File: src/rtl/noc_pkg.sv
`default_nettype none
// ============================================================================
// noc_pkg : address field widths and stall-monitor state type for the NoC
// Revision: 1.0
// ============================================================================
package noc_pkg;

  localparam int GRP_W  = 4;
  localparam int LEAF_W = 2;
  localparam int ADDR_W = GRP_W + LEAF_W;

  typedef enum logic [1:0] {
    IDLE    = 2'd0,
    WAIT    = 2'd1,
    STALLED = 2'd2
  } stall_state_e;

endpackage
`default_nettype wire

File: src/rtl/gpu_ingress_buffer_if.sv
`default_nettype none
// ============================================================================
// gpu_ingress_buffer_if : GPU request handshake plus router-facing flit bus
// Revision: 1.0
// ============================================================================
interface gpu_ingress_buffer_if
  import noc_pkg::*;
#(
  parameter int DWIDTH = 16
);

  logic [DWIDTH-1:0] gpu_req_data;
  logic [ADDR_W-1:0] gpu_req_dest;
  logic              gpu_req_valid;
  logic              gpu_req_ready;
  logic [DWIDTH-1:0] rtr_data;
  logic [ADDR_W-1:0] rtr_dest;
  logic              rtr_valid;
  logic              rtr_accept;

  // slave: the ingress buffer itself
  modport slave (
    input  gpu_req_data, gpu_req_dest, gpu_req_valid, rtr_accept,
    output gpu_req_ready, rtr_data, rtr_dest, rtr_valid
  );

  // master: the GPU/router environment around the buffer
  modport master (
    output gpu_req_data, gpu_req_dest, gpu_req_valid, rtr_accept,
    input  gpu_req_ready, rtr_data, rtr_dest, rtr_valid
  );

endinterface
`default_nettype wire

File: src/rtl/sync_fifo.sv
`default_nettype none
// ============================================================================
// sync_fifo : single-clock show-ahead FIFO with occupancy count
// Revision: 1.0
// ============================================================================
module sync_fifo #(
  parameter int WIDTH = 22,
  parameter int DEPTH = 8
) (
  input  wire logic                       clk,
  input  wire logic                       reset,
  input  wire logic                       wr_en,
  input  wire logic [WIDTH-1:0]           wr_data,
  input  wire logic                       rd_en,
  output logic      [WIDTH-1:0]           rd_data,
  output logic                            full,
  output logic                            empty,
  output logic      [$clog2(DEPTH):0]     count
);

  localparam int AW = $clog2(DEPTH);
  localparam int CW = AW + 1;

  logic [WIDTH-1:0] r_mem [DEPTH];
  logic [AW-1:0]    r_wr_ptr;
  logic [AW-1:0]    r_rd_ptr;
  logic [CW-1:0]    r_count;
  logic             w_do_wr;
  logic             w_do_rd;

  assign full    = (r_count == CW'(DEPTH));
  assign empty   = (r_count == '0);
  assign count   = r_count;
  assign w_do_wr = wr_en && !full;
  assign w_do_rd = rd_en && !empty;
  assign rd_data = r_mem[r_rd_ptr];

  // Pointers wrap naturally because DEPTH is a power of two
  always_ff @(posedge clk) begin
    if (reset) begin
      r_wr_ptr <= '0;
      r_rd_ptr <= '0;
      r_count  <= '0;
    end else begin
      if (w_do_wr) r_wr_ptr <= r_wr_ptr + AW'(1);
      if (w_do_rd) r_rd_ptr <= r_rd_ptr + AW'(1);
      case ({w_do_wr, w_do_rd})
        2'b10:   r_count <= r_count + CW'(1);
        2'b01:   r_count <= r_count - CW'(1);
        default: r_count <= r_count;
      endcase
    end
  end

  always_ff @(posedge clk) begin
    if (w_do_wr) r_mem[r_wr_ptr] <= wr_data;
  end

endmodule
`default_nettype wire

File: src/rtl/gpu_ingress_buffer.sv
`default_nettype none
// ============================================================================
// gpu_ingress_buffer : GPU-to-router ingress FIFO with self-address drop,
// traffic counters and head-of-line stall monitor
// Revision: 1.0
// ============================================================================
module gpu_ingress_buffer
  import noc_pkg::*;
#(
  parameter int              DWIDTH      = 16,
  parameter int              FIFO_DEPTH  = 8,
  parameter logic [GRP_W-1:0] GROUP_ID   = 4'b0101,
  parameter int              ROUTER_ID   = 3,
  parameter int              STALL_LIMIT = 64
) (
  input  wire logic                          clk,
  input  wire logic                          reset,
  gpu_ingress_buffer_if.slave                bus,
  output logic                               fifo_full,
  output logic                               fifo_empty,
  output logic [$clog2(FIFO_DEPTH):0]        fifo_count,
  output logic [15:0]                        sent_cnt,
  output logic [7:0]                         drop_cnt,
  output logic                               stall
);

  localparam int                CW          = $clog2(FIFO_DEPTH) + 1;
  localparam logic [ADDR_W-1:0] c_self      = {GROUP_ID, LEAF_W'(ROUTER_ID)};
  localparam logic [7:0]        c_wait_last = 8'(STALL_LIMIT - 1);

  logic [DWIDTH+ADDR_W-1:0] w_head;
  logic                     w_xfer;
  logic                     w_self;
  logic                     w_push;
  logic                     w_pop;
  logic                     w_empty_next;
  logic [15:0]              r_sent_cnt;
  logic [7:0]               r_drop_cnt;
  logic [7:0]               r_wait_cnt;
  logic [7:0]               w_wait_next;
  stall_state_e             r_state;
  stall_state_e             w_state_next;

  assign bus.gpu_req_ready = !fifo_full && !reset;
  assign w_xfer            = bus.gpu_req_valid && bus.gpu_req_ready;
  assign w_self            = (bus.gpu_req_dest == c_self);
  assign w_push            = w_xfer && !w_self;
  assign w_pop             = !fifo_empty && bus.rtr_accept;

  sync_fifo #(
    .WIDTH (DWIDTH + ADDR_W),
    .DEPTH (FIFO_DEPTH)
  ) u_fifo (
    .clk     (clk),
    .reset   (reset),
    .wr_en   (w_push),
    .wr_data ({bus.gpu_req_dest, bus.gpu_req_data}),
    .rd_en   (w_pop),
    .rd_data (w_head),
    .full    (fifo_full),
    .empty   (fifo_empty),
    .count   (fifo_count)
  );

  // Storage is not reset, so the head is masked while empty
  assign bus.rtr_valid = !fifo_empty;
  assign bus.rtr_data  = fifo_empty ? '0 : w_head[DWIDTH-1:0];
  assign bus.rtr_dest  = fifo_empty ? '0 : w_head[DWIDTH+ADDR_W-1:DWIDTH];

  assign w_empty_next = ((fifo_count == '0) && !w_push) ||
                        ((fifo_count == CW'(1)) && w_pop && !w_push);

  always_ff @(posedge clk) begin
    if (reset) begin
      r_sent_cnt <= '0;
      r_drop_cnt <= '0;
    end else begin
      if (w_pop) r_sent_cnt <= r_sent_cnt + 16'd1;
      if (w_xfer && w_self && (r_drop_cnt != 8'hFF)) r_drop_cnt <= r_drop_cnt + 8'd1;
    end
  end

  always_ff @(posedge clk) begin
    if (reset) begin
      r_state    <= IDLE;
      r_wait_cnt <= '0;
    end else begin
      r_state    <= w_state_next;
      r_wait_cnt <= w_wait_next;
    end
  end

  // Entering WAIT on the push edge makes the first presented cycle count
  always_comb begin
    w_state_next = r_state;
    w_wait_next  = r_wait_cnt;
    case (r_state)
      IDLE: begin
        w_wait_next = '0;
        if (w_push) w_state_next = WAIT;
      end
      WAIT: begin
        if (w_pop) begin
          w_wait_next  = '0;
          w_state_next = w_empty_next ? IDLE : WAIT;
        end else if (r_wait_cnt == c_wait_last) begin
          w_state_next = STALLED;
        end else begin
          w_wait_next = r_wait_cnt + 8'd1;
        end
      end
      STALLED: begin
        if (w_pop) begin
          w_wait_next  = '0;
          w_state_next = w_empty_next ? IDLE : WAIT;
        end
      end
      default: begin
        w_state_next = IDLE;
        w_wait_next  = '0;
      end
    endcase
  end

  assign sent_cnt = r_sent_cnt;
  assign drop_cnt = r_drop_cnt;
  assign stall    = (r_state == STALLED);

endmodule
`default_nettype wire

File: src/flat_wrapper.sv
// flat-port wrapper written by rule: the top's interface ports become plain ports
module gpu_ingress_buffer_flat import noc_pkg::*;
#(
  parameter int              DWIDTH      = 16,
  parameter int              FIFO_DEPTH  = 8,
  parameter logic [GRP_W-1:0] GROUP_ID   = 4'b0101,
  parameter int              ROUTER_ID   = 3,
  parameter int              STALL_LIMIT = 64
)
  (clk, reset, fifo_full, fifo_empty, fifo_count, sent_cnt, drop_cnt, stall, bus_gpu_req_data, bus_gpu_req_dest, bus_gpu_req_valid, bus_rtr_accept, bus_gpu_req_ready, bus_rtr_data, bus_rtr_dest, bus_rtr_valid);
  gpu_ingress_buffer_if #(.DWIDTH(DWIDTH)) bus_i ();
  input  wire logic clk;
  input  wire logic reset;
  output logic fifo_full;
  output logic fifo_empty;
  output logic [$clog2(FIFO_DEPTH):0] fifo_count;
  output logic [15:0] sent_cnt;
  output logic [7:0] drop_cnt;
  output logic stall;
  input wire logic [$bits(bus_i.gpu_req_data)-1:0] bus_gpu_req_data;
  input wire logic [$bits(bus_i.gpu_req_dest)-1:0] bus_gpu_req_dest;
  input wire logic [$bits(bus_i.gpu_req_valid)-1:0] bus_gpu_req_valid;
  input wire logic [$bits(bus_i.rtr_accept)-1:0] bus_rtr_accept;
  output wire logic [$bits(bus_i.gpu_req_ready)-1:0] bus_gpu_req_ready;
  output wire logic [$bits(bus_i.rtr_data)-1:0] bus_rtr_data;
  output wire logic [$bits(bus_i.rtr_dest)-1:0] bus_rtr_dest;
  output wire logic [$bits(bus_i.rtr_valid)-1:0] bus_rtr_valid;
  assign bus_i.gpu_req_data = bus_gpu_req_data;
  assign bus_i.gpu_req_dest = bus_gpu_req_dest;
  assign bus_i.gpu_req_valid = bus_gpu_req_valid;
  assign bus_i.rtr_accept = bus_rtr_accept;
  assign bus_gpu_req_ready = bus_i.gpu_req_ready;
  assign bus_rtr_data = bus_i.rtr_data;
  assign bus_rtr_dest = bus_i.rtr_dest;
  assign bus_rtr_valid = bus_i.rtr_valid;
  gpu_ingress_buffer #(.DWIDTH(DWIDTH), .FIFO_DEPTH(FIFO_DEPTH), .GROUP_ID(GROUP_ID), .ROUTER_ID(ROUTER_ID), .STALL_LIMIT(STALL_LIMIT)) u_core (.clk(clk), .reset(reset), .bus(bus_i), .fifo_full(fifo_full), .fifo_empty(fifo_empty), .fifo_count(fifo_count), .sent_cnt(sent_cnt), .drop_cnt(drop_cnt), .stall(stall));
endmodule
File: config.mk
export PLATFORM = sky130hd
export DESIGN_NAME = gpu_ingress_buffer_flat
export DESIGN_NICKNAME = d
export VERILOG_FILES = /design/src/rtl/noc_pkg.sv /design/src/rtl/gpu_ingress_buffer_if.sv /design/src/rtl/sync_fifo.sv /design/src/rtl/gpu_ingress_buffer.sv /design/src/flat_wrapper.sv
export SDC_FILE = /design/constraint.sdc
export NUM_CORES = 1
export LEC_CHECK = 0
export CAP_MARGIN = 20
export CORE_ASPECT_RATIO = 1.5
export CORE_MARGIN = 4
export CORE_UTILIZATION = 52
export DETAILED_ROUTE_END_ITERATION = 10
export PLACE_DENSITY = 0.76
export SLEW_MARGIN = 30
export SYNTH_ARGS = -nofsm -noshare
export SYNTH_HDL_FRONTEND = slang
export SYNTH_HIERARCHICAL = 1
export SYNTH_SLANG_ARGS = --single-unit
File: constraint.sdc
create_clock -name clk -period 4.5 [get_ports clk]
set_clock_uncertainty 0.1 [all_clocks]
set_input_delay 0.9 -clock clk [delete_from_list [all_inputs] [get_ports clk]]
set_output_delay 0.9 -clock clk [all_outputs]
set_load 0.005 [all_outputs]
==> impl_metrics.csv, run 1 <==
group,metric,value,unit
grt,grt_pass1_wl,29.6,mm
die,fp-row-count,59,
finish,nNetsFinal,686,
sta,slew_viol_final,0,
synth,syn_area,9360,um^2
pwr,power_frac_clock,40.9,%
pwr,p_total,4360,uW
pwr,p_per_area,390,nW/um^2
finish,regArea,6230,um^2
finish,multi_input_area,2990,um^2
worst_setup_path,reg2reg_slack,1.29,ns
worst_setup_path,reg2reg_depth,12,
grt,antenna_found_initial,0,
pwr,peakVddDrop,281,uV
synth,synth_enable_flop_cells,176,
route,first_pass_iters,4,
clocking,clockBufferDepth,3,
placement,dpl_cell_area,10500,um^2
pwr,power_leakage,0.00366,uW
worst_setup_path,start_kind,"flip-flop",
worst_setup_path,cp-end-kind,"primary output",
synth,async_flop_share,0,%
worst_setup_path,critPathCapture,"bus_rtr_data[1]",
die,die_h,172,um
die,start_util,53.5,%
clocking,clk_latency,0.48,ns
synth,ys_warn_count,6,
synth,synthFlopType,"edfxtp_1",
route,vias_per_cell,5.85,
clocking,cts_resized,0,
pwr,p_switching,874,uW
grt,first_global_vias,5557,
synth,yosys-top-cells-count,"edfxtp_1 (176), dfxtp_1 (47), mux4_1 (34), nor2_1 (34)",
route,avgRoutedWirePerCell,20.8,um
clocking,path_clk_slew,0.06,ns
pwr,cell_internal_pwr,3490,uW
clocking,cts.sinks,223,
synth,synth-seq-cells,223,
die,io_pins,81,
die,die_area,20200,um^2
sta,tightest_slew,0.803,ns
finish,antenna_cells,0,
route,drtAntennaViolNets,0,
worst_setup_path,worstPathRequired,3.50,ns
sta,final-hold-violation-count,0,
synth,synthDistinctLibCells,60,
finish,post-route-cell-area,11200,um^2
synth,synth_nets,589,
route,drt_first_iter_violations,330,
worst_setup_path,crit_fanout,23,
pwr,sequentialPowerShare,52.1,%
sta,setup_viol,0,
hold_path,worstHoldStart,"u_core/r_wait_cnt[3]$_SDFFE_PP0P_",
route,vias,5137,
route,wirelength,18.2,mm
finish,n_fill_cell,1250,
clocking,cts_tree,"built",
die,core_area,17500,um^2
synth,synthTopCellsByArea,"edfxtp_1 (56%), dfxtp_1 (10%), mux4_1 (9.5%)",
worst_setup_path,criticalPathCategory,"flip-flop to primary output",
clocking,postCtsSetupBuffers,0,
sta,slew_headroom,46.4,%
synth,synth_top_area_cell,"edfxtp_1",
hold_path,hold_path_class,"flip-flop to flip-flop",
clocking,root_buffer,"clkbuf_16",
route,drc,0,
clocking,cts_hold_buf,0,
pwr,comb_power_share,7.0,%
die,die_width,118,um
synth,synth_top_area_share,56.5,%
worst_setup_path,r2r-start,"u_core/u_fifo/count[1]$_SDFFE_PP0P_",
worst_setup_path,arrival,3.03,ns
clocking,ctsHtreeMaxLevel,1,
synth,synth.avg_cell_area,16.9,um^2
finish,layout-drive-gt1-share,17.6,%
grt,track_usage,18.4,%
finish,syn2layout_area_growth,19.5,%
grt,grt_overflow,0,
status,status,"complete, no violations",
sta,fin_crit,4.03,ns
placement,io_buffers,80,
placement,gp_congestion,0.734,
sta,rsz0062_at_grt,"no",
synth,yosysSeqAreaShare,66.5,%
synth,postSynthCellCount,555,
flow_run,maxCapViolCount,0,
clocking,cts-buffers-inserted,21,
worst_setup_path,rr_endpoint,"u_core/u_fifo/count[2]$_SDFFE_PP0P_",
pwr,p_sw_share,20.0,%
sta,timing.fmax,248,MHz
sta,setup_tns,0,ns
grt,grt_max_degree,44,
sta,period_share,89.6,%
placement,dpl.hpwl,11.8,mm
synth,yosysMostFrequentCell,"edfxtp_1",
## cell usage in the layout, fill, tap and decap left out, types with 3 or more instances in the layout
| master | synthesis | routed |
|---|---|---|
| xor2_1 | 11 | 11 |
| clkinv_2 | 0 | 5 |
| xnor2_1 | 7 | 7 |
| nand4_1 | 7 | 7 |
| and4_1 | 3 | 3 |
| or4_1 | 3 | 3 |
| inv_1 | 7 | 7 |
| nand2b_1 | 9 | 9 |
| nor3_2 | 0 | 4 |
| or3_1 | 6 | 6 |
| nor3_1 | 9 | 5 |
| clkbuf_8 | 0 | 3 |
| mux2_2 | 26 | 26 |
| edfxtp_1 | 176 | 176 |
| mux4_1 | 34 | 34 |
| ha_1 | 8 | 8 |
| nand3_1 | 11 | 11 |
| o22ai_1 | 5 | 5 |
| o21ai_0 | 6 | 6 |
| mux4_2 | 10 | 10 |
| nor2b_1 | 26 | 26 |
| nor2_2 | 0 | 3 |
| nand2_1 | 17 | 17 |
| o31ai_1 | 4 | 4 |
| buf_4 | 0 | 15 |
| nor2_1 | 34 | 31 |
| a21oi_1 | 21 | 21 |
| mux2i_1 | 3 | 3 |
| clkdlybuf4s50_1 | 0 | 80 |
| a31o_2 | 3 | 3 |
| nor4_2 | 1 | 3 |
| clkbuf_16 | 0 | 21 |
| bufinv_16 | 0 | 3 |
| dfxtp_1 | 47 | 45 |
## cell type report
class / count / share of cell area, %
timing repair buffer: 97 / 8.53
tap: 213 / 2.38
sequential: 223 / 55.7
clock inverter: 11 / 1.21
inverter: 8 / 0.269
multi-input combinational: 301 / 26.8
clock buffer: 25 / 5.10
## flip-flops by register name, indices dropped and copies added (netlist names), named ones only
name	flops
u_core/u_fifo/r_mem	176
u_core/u_fifo/r_wr_ptr	3
u_core/drop_cnt	8
u_core/u_fifo/count	4
u_core/sent_cnt	16
u_core/r_wait_cnt	8
u_core/u_fifo/r_rd_ptr	3
u_core/r_state	2
## power groups by stage
stage	Clock, uW	Combinational, uW	Sequential [uW]
2_1_floorplan	0	159	2310
3_3_place_gp	0	301	2320
3_5_place_dp	0	311	2320
4_1_cts	1820	313	2270
5_1_grt	1910	334	2280
6_report	1780	306	2270
## per-stage QoR
| stage | util (%) | setup slack (ns) | hold WS, ns | cells |
|---|---|---|---|---|
| after floorplan | - | 0.176 | 0.374 | 555 |
| after global placement | 59.9 | 0.691 | 0.397 | 842 |
| after detailed placement | 59.9 | 0.566 | 0.401 | 842 |
| after CTS | 63.9 | 0.427 | 0.413 | 878 |
| after global routing | 63.9 | 0.356 | 0.445 | 878 |
| final | 63.9 | 0.468 | 0.417 | 878 |
## how the worst min path moves through the flow
stage / endpoint / depth (start not counted)
final: u_core/r_wait_cnt[3]$_SDFFE_PP0P_ / 2
after global routing: u_core/r_wait_cnt[3]$_SDFFE_PP0P_ / 2
after global placement: u_core/r_wait_cnt[3]$_SDFFE_PP0P_ / 2
after floorplan: u_core/r_wait_cnt[3]$_SDFFE_PP0P_ / 2
after detailed placement: u_core/drop_cnt[7]$_SDFFE_PP0P_ / 2
after CTS: u_core/r_wait_cnt[3]$_SDFFE_PP0P_ / 2
## routing by layer
| metal | global-route usage, % | part of all wire (%) | up-vias |
|---|---|---|---|
| met2 | 34.4 | 54 | 121 |
| met5 | 0 | 0 | - |
| li1 | - | - | 2395 |
| met4 | 4.59 | 1.7 | 0 |
| met1 | 22.2 | 40 | 2596 |
| met3 | 3.14 | 4.0 | 25 |
## logic make-up (layout without fill, tap and decap cells)
group	Yosys count	in the layout	share of synthesized area (%)
multiplexers	73	73	15.4
AND/OR/NAND/NOR	152	152	9.92
adder cells (fa/ha/maj)	8	8	1.07
flip-flops	223	223	66.5
AO/OA/AOI/OAI	49	49	3.30
XOR/XNOR	19	19	1.86
buffers and inverters	31	141	1.90
## critical path, stage by stage, from the launching register on
cell,delay [ns]
dfxtp_2,0.78
buf_12,0.29
mux4_1,0.59
mux2_2,0.29
nor2b_1,0.13
clkdlybuf4s50_1,0.45
(Power assumes the default switching activity.)
==> run 2, diff against run 1 <==
CORE_MARGIN = 1.5   (was 4)
REMOVE_ABC_BUFFERS = 1   (was unset)
==> run 2 against run 1 <==
Against the previous run: the flow now finishes with violations (DRC); highest routed layer unchanged; critical path type unchanged; first-iteration DRC count down 15%; sequential power barely moved; cell area shrank 0.16%; non-clock buffer count did not move; largest cell class unchanged.
==> impl_metrics.csv, run 2 (synthesis gave the netlist of run 1 again) <==
group,metric,value,unit
worst_setup_path,path_cells,"buf_4 > mux4_1 > mux2_2 > nor2b_1 > clkdlybuf4s50_1",
pwr,peakVddDrop,263,uV
die,die_width,113,um
placement,preCtsSetupSlack,0.452,ns
sta,rsz0062_at_grt,"no",
pwr,power_frac_clock,40.7,%
finish,nNetsFinal,687,
pwr,p_total,4350,uW
worst_setup_path,worstPathRequired,3.50,ns
route,wirelength,18.0,mm
pwr,p_per_area,390,nW/um^2
worst_setup_path,cp-end-kind,"primary output",
sta,slew_viol_final,0,
finish,n_fill_cell,1272,
grt,first_global_vias,5311,
worst_setup_path,arrival,2.90,ns
sta,tightest_slew,0.581,ns
die,start_util,53.5,%
worst_setup_path,crit_fanout,17,
sta,timing.fmax,257,MHz
clocking,root_buffer,"clkbuf_16",
flow_run,maxCapViolCount,0,
sta,setup_slack,0.602,ns
hold_path,hold_path_class,"flip-flop to flip-flop",
die,die_area,18800,um^2
die,fp-row-count,59,
finish,antenna_cells,0,
worst_setup_path,slowest_delay,0.67,ns
clocking,cts.sinks,223,
sta,setup_viol,0,
grt,antenna_found_initial,0,
clocking,cts_resized,0,
finish,regMostFlops,"u_core/u_fifo/r_mem",
grt,track_usage,19.2,%
sta,slew_headroom,61.3,%
status,status,"finished, violations left",
finish,largest_reg_flops,176,
die,die_h,167,um
clocking,ctsHtreeMaxLevel,1,
finish,layout-drive-gt1-share,16.4,%
worst_setup_path,cp_slowest_cell,"dfxtp_2",
clocking,cts_hold_buf,0,
clocking,clockBufferDepth,3,
pwr,p_sw_share,20.5,%
clocking,cts_tree,"built",
finish,mostFrequentLayoutCells,"edfxtp_1 (176), clkdlybuf4s50_1 (80), dfxtp_1 (46)",
clocking,cts-buffers-inserted,22,
route,avgRoutedWirePerCell,20.4,um
placement,dpl.hpwl,11.0,mm
sta,setup_tns,0,ns
pwr,sequentialPowerShare,52.2,%
route,vias,5154,
sta,fin_crit,3.90,ns
pwr,power_leakage,0.00365,uW
worst_setup_path,start_kind,"flip-flop",
die,io_pins,81,
sta,final-hold-violation-count,0,
finish,layout_commonest_cell,"edfxtp_1",
clocking,path_clk_slew,0.06,ns
pwr,comb_power_share,7.1,%
route,drc,5,
pwr,p_switching,892,uW
clocking,postCtsSetupBuffers,0,
route,drt_first_iter_violations,280,
route,drtAntennaViolNets,0,
worst_setup_path,criticalPathCategory,"flip-flop to primary output",
clocking,clk_latency,0.49,ns
finish,syn2layout_area_growth,19.3,%
route,vias_per_cell,5.84,
sta,period_share,86.6,%
pwr,cell_internal_pwr,3460,uW
placement,gp_congestion,0.745,
grt,grt_overflow,0,
grt,grt_pass1_wl,28.3,mm
status,violations,"DRC",
placement,io_buffers,80,
grt,grt_max_degree,45,
die,core_area,17500,um^2
route,first_pass_iters,9,
[run 2: stage by stage]
step / utilization [%] / instance area, um^2 / std cells / hold WS [ns]
after global placement: 59.8 / 10500 / 842 / 0.394
after CTS: 63.8 / 11200 / 882 / 0.410
after detailed placement: 59.8 / 10500 / 842 / 0.399
after global routing: 63.8 / 11200 / 882 / 0.444
after floorplan: - / 9210 / 532 / 0.374
final: 63.8 / 11200 / 882 / 0.407
[run 2: path summary, 6_finish.rpt]
path | startpoint | endpoint | slack, ns | cells after the start
setup reg to reg | u_core/u_fifo/count[1]$_SDFFE_PP0P_ | u_core/u_fifo/count[2]$_SDFFE_PP0P_ | 1.12 | 12
hold / removal | u_core/drop_cnt[7]$_SDFFE_PP0P_ | u_core/drop_cnt[7]$_SDFFE_PP0P_ | 0.41 | 2
setup / recovery | flip-flop | bus_rtr_dest[4] | 0.60 | 5
hold reg to reg | u_core/drop_cnt[7]$_SDFFE_PP0P_ | u_core/drop_cnt[7]$_SDFFE_PP0P_ | 0.41 | 2
[run 2: cell type report]
type,count,area (um^2),area share (%)
clock buffers,26,587,5.26
clock inverters,14,115,1.03
inverters,8,30.0,0.269
multi-input cells,301,2990,26.8
flip-flops and latches,223,6230,55.8
well taps,213,267,2.39
repair buffers,97,941,8.43
[run 2: routing by layer]
layer / vias to the layer above / share of wire [%] / GRT usage [%]
li1: 2407 / - / -
met2: 127 / 53 / 34.8
met5: - / 0 / 0
met4: 0 / 2.2 / 5.50
met3: 32 / 4.6 / 3.22
met1: 2588 / 40 / 23.7
[run 2: power groups by stage]
stage	clock (uW)	combinational, uW	sequential, uW
after CTS	1810	313	2270
final	1770	309	2270
after global routing	1880	335	2270
after detailed placement	0	312	2320
after global placement	0	303	2310
after floorplan	0	137	2320
[run 2: critical path, delay by kind of cell (launching register included)]
family / cells / cell delay (ns)
buf+inv: 2 / 0.73
mux: 2 / 0.87
flops: 1 / 0.67
simple gates: 1 / 0.13
==> run 3, diff against run 2 <==
CORE_MARGIN = 2   (was 1.5)
==> run 3 against run 2 <==
Against the previous run: the flow now finishes without violations; register-to-register slack improved by 0.03 ns; critical path depth unchanged; combinational power increased by 1%; hold slack improved by 0.013 ns.
==> impl_metrics.csv, run 3 (synthesis gave the netlist of run 1 again) <==
group,metric,value,unit
grt,grt_pass1_wl,28.7,mm
worst_setup_path,cpLargestDelayFamily,"buffers and inverters",
clocking,cts-buffers-inserted,21,
route,drc,0,
grt,antenna_found_initial,0,
grt,met2_usage,36.6,%
worst_setup_path,start_kind,"flip-flop",
finish,layout_commonest_cell,"edfxtp_1",
die,fp-row-count,60,
die,die_width,114,um
worst_setup_path,r2r-start,"u_core/u_fifo/count[1]$_SDFFE_PP0P_",
clocking,cts_resized,0,
clocking,path_clk_slew,0.06,ns
pwr,cell_internal_pwr,3400,uW
pwr,power_frac_clock,39.5,%
die,core_area,17800,um^2
flow_run,maxCapViolCount,0,
sta,fin_crit,3.79,ns
finish,syn2layout_area_growth,18.7,%
route,first_pass_iters,4,
grt,grt_overflow,0,
pwr,comb_power_share,7.3,%
sta,setup_viol,0,
route,wirelength,18.3,mm
finish,antenna_cells,0,
clocking,root_buffer,"clkbuf_16",
die,start_util,52.6,%
worst_setup_path,worstPathRequired,3.50,ns
grt,track_usage,19.2,%
pwr,peakVddDrop,291,uV
worst_setup_path,crit_buf_inv,2,
route,vias,5224,
worst_setup_path,cp-end-kind,"primary output",
hold_path,hold_path_class,"flip-flop to flip-flop",
clocking,cts_tree,"built",
worst_setup_path,criticalPathCategory,"flip-flop to primary output",
clocking,postCtsSetupBuffers,0,
sta,rsz0062_at_grt,"no",
sta,period_share,84.2,%
clocking,clk_latency,0.49,ns
grt,first_global_vias,5481,
grt,grt_max_degree,45,
die,die_area,19100,um^2
grt,use_met3,2.63,%
die,io_pins,81,
sta,timing.fmax,264,MHz
finish,regMostFlops,"u_core/u_fifo/r_mem",
route,avgRoutedWirePerCell,20.8,um
sta,slew_viol_final,0,
route,vias_per_cell,5.94,
sta,final-hold-violation-count,0,
clocking,cts.sinks,223,
worst_setup_path,slowest_delay,0.71,ns
worst_setup_path,arrival,2.79,ns
route,drtAntennaViolNets,0,
hold_path,holdPathStages,2,
worst_setup_path,crit_fanout,22,
placement,gp_congestion,0.746,
pwr,p_switching,866,uW
grt,met1_usage,22.5,%
sta,hold_slack,0.420,ns
pwr,p_per_area,384,nW/um^2
sta,setup_tns,0,ns
worst_setup_path,reg2reg_depth,12,
pwr,power_leakage,0.00361,uW
pwr,p_total,4270,uW
finish,largest_reg_flops,176,
placement,io_buffers,80,
placement,dpl.hpwl,11.2,mm
pwr,p_sw_share,20.3,%
sta,tightest_slew,0.597,ns
worst_setup_path,path_cells,"buf_4 > mux4_1 > mux2_2 > nor2b_1 > clkdlybuf4s50_1",
clocking,clockBufferDepth,3,
finish,mostFrequentLayoutCells,"edfxtp_1 (176), clkdlybuf4s50_1 (80), dfxtp_1 (45)",
worst_setup_path,cp_slowest_cell,"dfxtp_2",
hold_path,worstHoldStart,"u_core/drop_cnt[5]$_SDFFE_PP0P_",
clocking,ctsHtreeMaxLevel,1,
clocking,cts_hold_buf,0,
die,die_h,168,um
finish,nNetsFinal,683,
grt,busiest_layer,"met2",
worst_setup_path,worst-path-stages,5,
status,status,"complete, no violations",
finish,layout-drive-gt1-share,16.5,%
pwr,sequentialPowerShare,53.2,%
sta,slew_headroom,60.2,%
route,drt_first_iter_violations,274,
[run 3: cell count changes in the layout (fill, tap and decap cells not counted), sizes merged]
cell      before  now
clkinv        12    4
bufinv         2    1
buf           17   14
clkbuf        26   29
clkinvlp       1    3
[run 3: worst paths after layout]
path	endpoint	slack (ns)
worst max-delay path	bus_rtr_data[14]	0.71
worst min-delay path	u_core/drop_cnt[5]$_SDFFE_PP0P_	0.42
worst min register to register	u_core/drop_cnt[5]$_SDFFE_PP0P_	0.42
worst max register to register	u_core/u_fifo/count[2]$_SDFFE_PP0P_	1.15
[run 3: cell type report]
class / instances / area (um^2)
clock buffer: 29 / 598
clock inverter: 7 / 63.8
fill: 1297 / 6690
inverter: 8 / 30.0
multi-input combinational: 301 / 2990
sequential: 223 / 6230
tap: 217 / 272
timing repair buffer: 94 / 918
[run 3: power by group through the flow]
stage               registers, uW  clock network [uW]  logic (uW)
finish                       2270                1680         313
global route                 2270                1800         337
CTS                          2270                1720         317
detailed placement           2310                   0         315
global placement             2310                   0         308
floorplan                    2320                   0         137
[run 3: worst register-to-register path, stage by stage (launching register included)]
cell	delay, ns
dfxtp_1	0.55
or4b_4	0.28
inv_1	0.11
nor3b_2	0.27
and2_1	0.40
nand2_8	0.14
ha_1	0.31
xor2_1	0.17
ha_1	0.21
a21oi_1	0.15
xor2_1	0.11
or3_1	0.34
a21oi_1	0.15
[run 3: through the flow]
step | worst slack [ns] | instances | util (%) | instance area (um^2)
floorplan | 0.0414 | 532 | - | 9210
global placement | 0.635 | 843 | 58.7 | 10400
CTS | 0.675 | 879 | 62.4 | 11100
finish | 0.709 | 879 | 62.4 | 11100
global route | 0.602 | 879 | 62.4 | 11100
detailed placement | 0.498 | 843 | 58.7 | 10400
[run 3: layer usage]
metal / routed length [um] / part of all wire [%]
met4: 344 / 1.9
met1: 7080 / 39
met5: 0 / 0
met3: 789 / 4.3
met2: 10100 / 55
